[config.mk]
export PLATFORM = sky130hd
export DESIGN_NAME = load_store_unit
export DESIGN_NICKNAME = d
export VERILOG_FILES = /design/src/rtl/load_store_unit.sv
export SDC_FILE = /design/constraint.sdc
export NUM_CORES = 1
export LEC_CHECK = 0
export CAP_MARGIN = 20
export CORE_MARGIN = 1
export CORE_UTILIZATION = 40
export DETAILED_ROUTE_END_ITERATION = 8
export MAX_ROUTING_LAYER = met4
export PLACE_DENSITY_LB_ADDON = 0.05
export SLEW_MARGIN = 20
export SYNTH_ARGS = -nofsm -noshare
export SYNTH_HDL_FRONTEND = slang
export SYNTH_SLANG_ARGS = --single-unit
[constraint.sdc]
create_clock -name clk -period 2.4 [get_ports clk]
set_input_delay 0.48 -clock clk [delete_from_list [all_inputs] [get_ports clk]]
set_output_delay 0.48 -clock clk [all_outputs]
set_load 0.1 [all_outputs]
[src/rtl/load_store_unit.sv]
// Load/store unit: RV32I byte/halfword/word accesses to a word-wide data
// memory. A sub-word store is done as a read-modify-write of the whole word.
module load_store_unit #(
    parameter int ADDR_W = 8
) (
    input  logic              clk,
    input  logic              rst_n,
    input  logic              req_valid,
    output logic              req_ready,
    input  logic              req_we,
    input  logic [2:0]        req_funct3,
    input  logic [31:0]       req_addr,
    input  logic [31:0]       req_wdata,
    output logic              rsp_valid,
    output logic [31:0]       rsp_rdata,
    output logic              rsp_err,
    output logic [ADDR_W-1:0] mem_addr,
    output logic              mem_re,
    output logic              mem_we,
    output logic [31:0]       mem_wdata,
    input  logic [31:0]       mem_rdata
);

    typedef enum logic [2:0] {IDLE, RD, LAT, WR, RSP} state_t;

    state_t            state, state_nxt;
    logic              accept;
    logic              req_err;
    logic              we_q;
    logic [2:0]        f3_q;
    logic [1:0]        lane_q;
    logic [31:0]       wdata_q;
    logic              err_q;
    logic [31:0]       rdata_q;
    logic [ADDR_W-1:0] addr_q;
    logic [7:0]        ld_byte;
    logic [15:0]       ld_half;
    logic [31:0]       ld_ext;
    logic [31:0]       merged;

    assign accept = req_valid && req_ready;

    // Reject bad width codes, misaligned accesses, unsigned stores and
    // addresses beyond the memory.
    always_comb begin
        req_err = 1'b0;
        case (req_funct3)
            3'b000, 3'b100: req_err = 1'b0;
            3'b001, 3'b101: req_err = req_addr[0];
            3'b010:         req_err = |req_addr[1:0];
            default:        req_err = 1'b1;
        endcase
        if (req_we && req_funct3[2])
            req_err = 1'b1;
        if ((req_addr >> (ADDR_W + 2)) != 32'd0)
            req_err = 1'b1;
    end

    // State register.
    always_ff @(posedge clk or negedge rst_n) begin
        if (!rst_n)
            state <= IDLE;
        else
            state <= state_nxt;
    end

    // Next-state logic; SW skips the read, errors skip memory entirely.
    always_comb begin
        state_nxt = state;
        case (state)
            IDLE: begin
                if (req_valid) begin
                    if (req_err)
                        state_nxt = RSP;
                    else if (!req_we)
                        state_nxt = RD;
                    else if (req_funct3 == 3'b010)
                        state_nxt = WR;
                    else
                        state_nxt = RD;
                end
            end
            RD:      state_nxt = LAT;
            LAT:     state_nxt = we_q ? WR : RSP;
            WR:      state_nxt = RSP;
            RSP:     state_nxt = IDLE;
            default: state_nxt = IDLE;
        endcase
    end

    // Handshake and strobes decoded purely from the state register.
    always_comb begin
        req_ready = (state == IDLE);
        mem_re    = (state == RD);
        mem_we    = (state == WR);
        rsp_valid = (state == RSP);
    end

    // Request capture at accept and memory word capture at the end of LAT.
    // The word index only moves for requests that will touch memory.
    always_ff @(posedge clk or negedge rst_n) begin
        if (!rst_n) begin
            we_q    <= 1'b0;
            f3_q    <= 3'b000;
            lane_q  <= 2'b00;
            wdata_q <= 32'd0;
            err_q   <= 1'b0;
            addr_q  <= '0;
            rdata_q <= 32'd0;
        end else begin
            if (accept) begin
                we_q    <= req_we;
                f3_q    <= req_funct3;
                lane_q  <= req_addr[1:0];
                wdata_q <= req_wdata;
                err_q   <= req_err;
                if (!req_err)
                    addr_q <= req_addr[ADDR_W+1:2];
            end
            if (state == LAT)
                rdata_q <= mem_rdata;
        end
    end

    // Lane selection, load extension and store merge (little-endian lanes).
    always_comb begin
        ld_byte = rdata_q[{lane_q, 3'b000} +: 8];
        ld_half = rdata_q[{lane_q[1], 4'b0000} +: 16];
        case (f3_q)
            3'b000:  ld_ext = {{24{ld_byte[7]}}, ld_byte};
            3'b001:  ld_ext = {{16{ld_half[15]}}, ld_half};
            3'b100:  ld_ext = {24'd0, ld_byte};
            3'b101:  ld_ext = {16'd0, ld_half};
            default: ld_ext = rdata_q;
        endcase
        merged = rdata_q;
        if (f3_q[1:0] == 2'b00)
            merged[{lane_q, 3'b000} +: 8] = wdata_q[7:0];
        else
            merged[{lane_q[1], 4'b0000} +: 16] = wdata_q[15:0];
    end

    assign mem_addr  = addr_q;
    assign mem_wdata = (state != WR)     ? 32'd0   :
                       (f3_q == 3'b010)  ? wdata_q : merged;
    assign rsp_rdata = (state == RSP && !we_q && !err_q) ? ld_ext : 32'd0;
    assign rsp_err   = (state == RSP) && err_q;

endmodule

==> summary.md <==
| Metric | Value |
|---|---|
| Status | complete, but fails checks |
| Failing checks | negative setup slack |
| Syn nets | 640 |
| Hold Slack | 0.1112 ns |
| CTS tree | done |
| Sequential share of power | 35.2% |
| NumNets Final | 880 |
| P_sw | 0.001604 W |
| R2r startpoint | state[1]$_DFFE_PN0P_ |
| Sequential area share after synthesis | 43.24% |
| Hold Fails Final Rpt | 0 |
| GPL Wtd Cong | 0.9055 |
| Slew @ Worst Pin | 0.5382 ns |
| Relative slew margins | 64.12% |
| Layout area overhead | 100.5% |
| Fill cells | 645 |
| Die height | 110.9 um |
| Num rows | 39 |
| DRT Pass-1 Iters | 5 |
| Core ar. | 11470 sq um |
| CP max stage cell | mux4_2 |
| Largest net degree at the start of global routing | 51 |
| Max clock buf depth | 2 |
| Synth top area cells | dfrtp_1, mux2_2, o21ai_0 |
| Switch share | 34.08% |
| Comb power frac | 34.3% |
| Synthesized flop and latch total | 82 |
| First-pass GRT wire length | 29350 um |
| Post-synth ARST share | 100.0% |
| Setup violations, final | 64 |
| P_leak | 3.777 nW |
| Crit Reg-Reg Endpoint | mem_addr[5]$_DFFE_PN0P_ |
| Worst skew pair latency | 0.35 ns |
| CP Class | reg2out |
| Pins over their slew limit | 0 |
| Overall power | 0.004708 W |
| Mapped Cells | 532 |
| Gr ovfl total | 0 |
| P per Cell Area | 494.7 nW/um^2 |
| Port Buffers | 179 |
| Gr usage total | 31.86% |
| Critical path origin | lane_q[1]$_DFFE_PN0P_ |
| Max Cap Violations | 0 |
| Post-route DRC | 0 |
| Die area | 12300 sq um |
| Area fraction of the dominant cell type after synthesis | 43.24% |
| Tcrit/Tclk final | 116.5% |
| Synth Flop Type | dfrtp_1 |
| Diodes inserted | 0 |
| Clock Sink Count | 82 |
| Post-DR wirelength/cell | 20.83 um |
| Internal Power | 0.003103 W |
| ANT nets after route | 0 |
| Number of synthesized flops with an enable pin | 0 |
| Root buf cell | clkbuf_16 |
| Total CTS buffers | 9 |
| Initial antenna violation count | 0 |
| Minimum clock period | 2.797 ns |
| CP Cell Sequence | mux4_2 -> or2_4 -> a2bb2oi_4 -> clkbuf_16 -> a21oi_4 -> buf_12 |
| Fin cells | 919 |
| H-tree lvl count | 3 |
| Clk slew on worst S/H paths | 0.06 ns |
| Top achievable clock speed | 357.5 MHz |
| Peak VDD IR | 504.9 uV |
| Crit path DAT | 2.32 ns |
| Chip width | 110.9 um |
| Yosys warns | 0 |
| Placed insts | 887 |
| Worst-case reg-to-reg path depth | 6 |
| Via count | 5269 |
| Seq. cell area | 2058 sq um |
| Unrepaired setup endpoints after global routing | yes |
| Share of cells above drive strength 1 | 46.39% |
| Worst setup path end | rsp_rdata[17] |
| Final WS setup | -0.3968 ns |
| Crit start category | flop |
| Most area-hungry cell type in the Yosys netlist | dfrtp_1 |
| WL final | 19150 um |
| Initial core utilization | 41.39% |
| Crit end category | primary output |
| WP data required | 1.92 ns |
| Mapped Avg Cell Area | 8.921 sq um |
| Area of the mapped netlist | 4746 sq um |
| Pre-CTS setup slack | -0.1281 ns |
| R2r setup slk | 0.53 ns |
| Area of the multi-input gates | 3553 sq um |
| Via density per instance | 5.733 |
| DP HPWL | 13950 um |
| Vias in the first global route | 5368 |
| Iteration-0 DRC Markers | 300 |
| Worst hold path type | in2async |
| Skew final | 0.009393 ns |
| Clock power frac | 30.5% |
| Cell variety after synth | 48 |
| CP Max Fanout | 8 |
| Io pins | 180 |
| Crit-path max cell delay | 0.55 ns |
how the worst min path moves through the flow:
stage / start / endpoint / slack [ns] / depth (start not counted)
2_1_floorplan: rst_n / err_q$_DFFE_PN0P_ / 0.18 / 0
3_3_place_gp: rst_n / wdata_q[0]$_DFFE_PN0P_ / 0.48 / 1
3_5_place_dp: rst_n / wdata_q[3]$_DFFE_PN0P_ / 0.48 / 1
4_1_cts: rst_n / wdata_q[3]$_DFFE_PN0P_ / 0.11 / 1
5_1_grt: rst_n / wdata_q[3]$_DFFE_PN0P_ / 0.14 / 1
6_report: rst_n / wdata_q[3]$_DFFE_PN0P_ / 0.11 / 1
power groups by stage:
stage / registers (W) / logic [W] / clock network (W)
6_report: 0.00166 / 0.00162 / 0.00144
5_1_grt: 0.00167 / 0.00172 / 0.00150
4_1_cts: 0.00165 / 0.00157 / 0.00145
3_3_place_gp: 0.00166 / 0.00137 / 0
3_5_place_dp: 0.00167 / 0.00140 / 0
2_1_floorplan: 0.00159 / 0.000890 / 0
per-stage QoR:
stage	setup TNS [ns]	cell area (sq um)	util, %
6_report	-17.63	9517	82.99
5_1_grt	-21.90	9517	82.99
4_1_cts	-18.18	9323	81.30
2_1_floorplan	-18.77	5720	-
3_3_place_gp	-0.7958	8711	75.96
3_5_place_dp	-2.912	8711	75.96
cells in the mapped netlist, drive strengths merged, types with 2 or more instances:
cell type and count:
or2 4, or3b 3, o21ai 70, inv 40, o41ai 2, nand3 11
ha 5, nor2b 2, a221oi 16, nor3 11, dfrtp 82, a211o 2
o221ai 7, nor4 8, nor3b 2, a21o 7, a21oi 60, buf 7
nand2b 3, mux2 43, clkbuf 24, and2 2, nor2 22, nand2 74
o22ai 8
critical path, delay by kind of cell, from the launching register on:
family	cells	cell delay [ns]
and+or+nand+nor	1	0.28
DFF	1	0.42
AOI/OAI and AO/OA	2	0.29
muxes	1	0.55
buffers and inverters	2	0.43
flip-flops by register name (all words and copies together), names as in the netlist:
register,flops
wdata_q,32
lane_q,2
f3_q,3
rdata_q,32
mem_addr,8
state,3
err_q,1
we_q,1
cell usage in the layout, fill, tap and decap left out, types with 8 or more instances in the layout:
cell / n
clkdlybuf4s50_1: 101
buf_12: 79
dfrtp_1: 77
nand2_1: 73
buf_4: 67
o21ai_0: 66
a21oi_4: 45
mux2_2: 43
inv_1: 36
nor2_1: 13
buf_6: 11
a21oi_1: 10
clkbuf_16: 10
nor2_4: 9
a221oi_4: 9
nor3_4: 8
nand3_2: 8
o22ai_2: 8
per-layer routing:
layer  vias to the layer above  GRT usage [%]  routed length, um
met5                         -              -                  0
met3                        56          5.249               1135
met4                         0          13.60                758
li1                       2381              -                  -
met1                      2582          39.10               7651
met2                       250          52.01               9599
what timing repair did:
action | 4_1_cts | 5_1_grt
pin swaps | 23 | 20
hold buffers | 0 | 0
buffers inserted | 12 | 5
resized for setup | 42 | 27
setup endpoints to repair | 64 | 64
gates cloned | 0 | 1
kinds of logic after synthesis:
| kind of cell | synth area share, % |
|---|---|
| and+or+nand+nor | 14.95 |
| adders and majority gates | 1.318 |
| DFF | 43.24 |
| AOI/OAI and AO/OA | 23.70 |
| muxes | 10.89 |
| buffers and inverters | 5.905 |
layout make-up:
cell class	count	area share [%]
timing repair buffer	260	34.25
sequential	82	21.63
clock inverter	4	0.5390
clock buffer	11	2.656
multi-input combinational	379	37.34
tap	143	1.880
inverter	40	1.709
No activity file was read; power rests on OpenSTA's default activity.
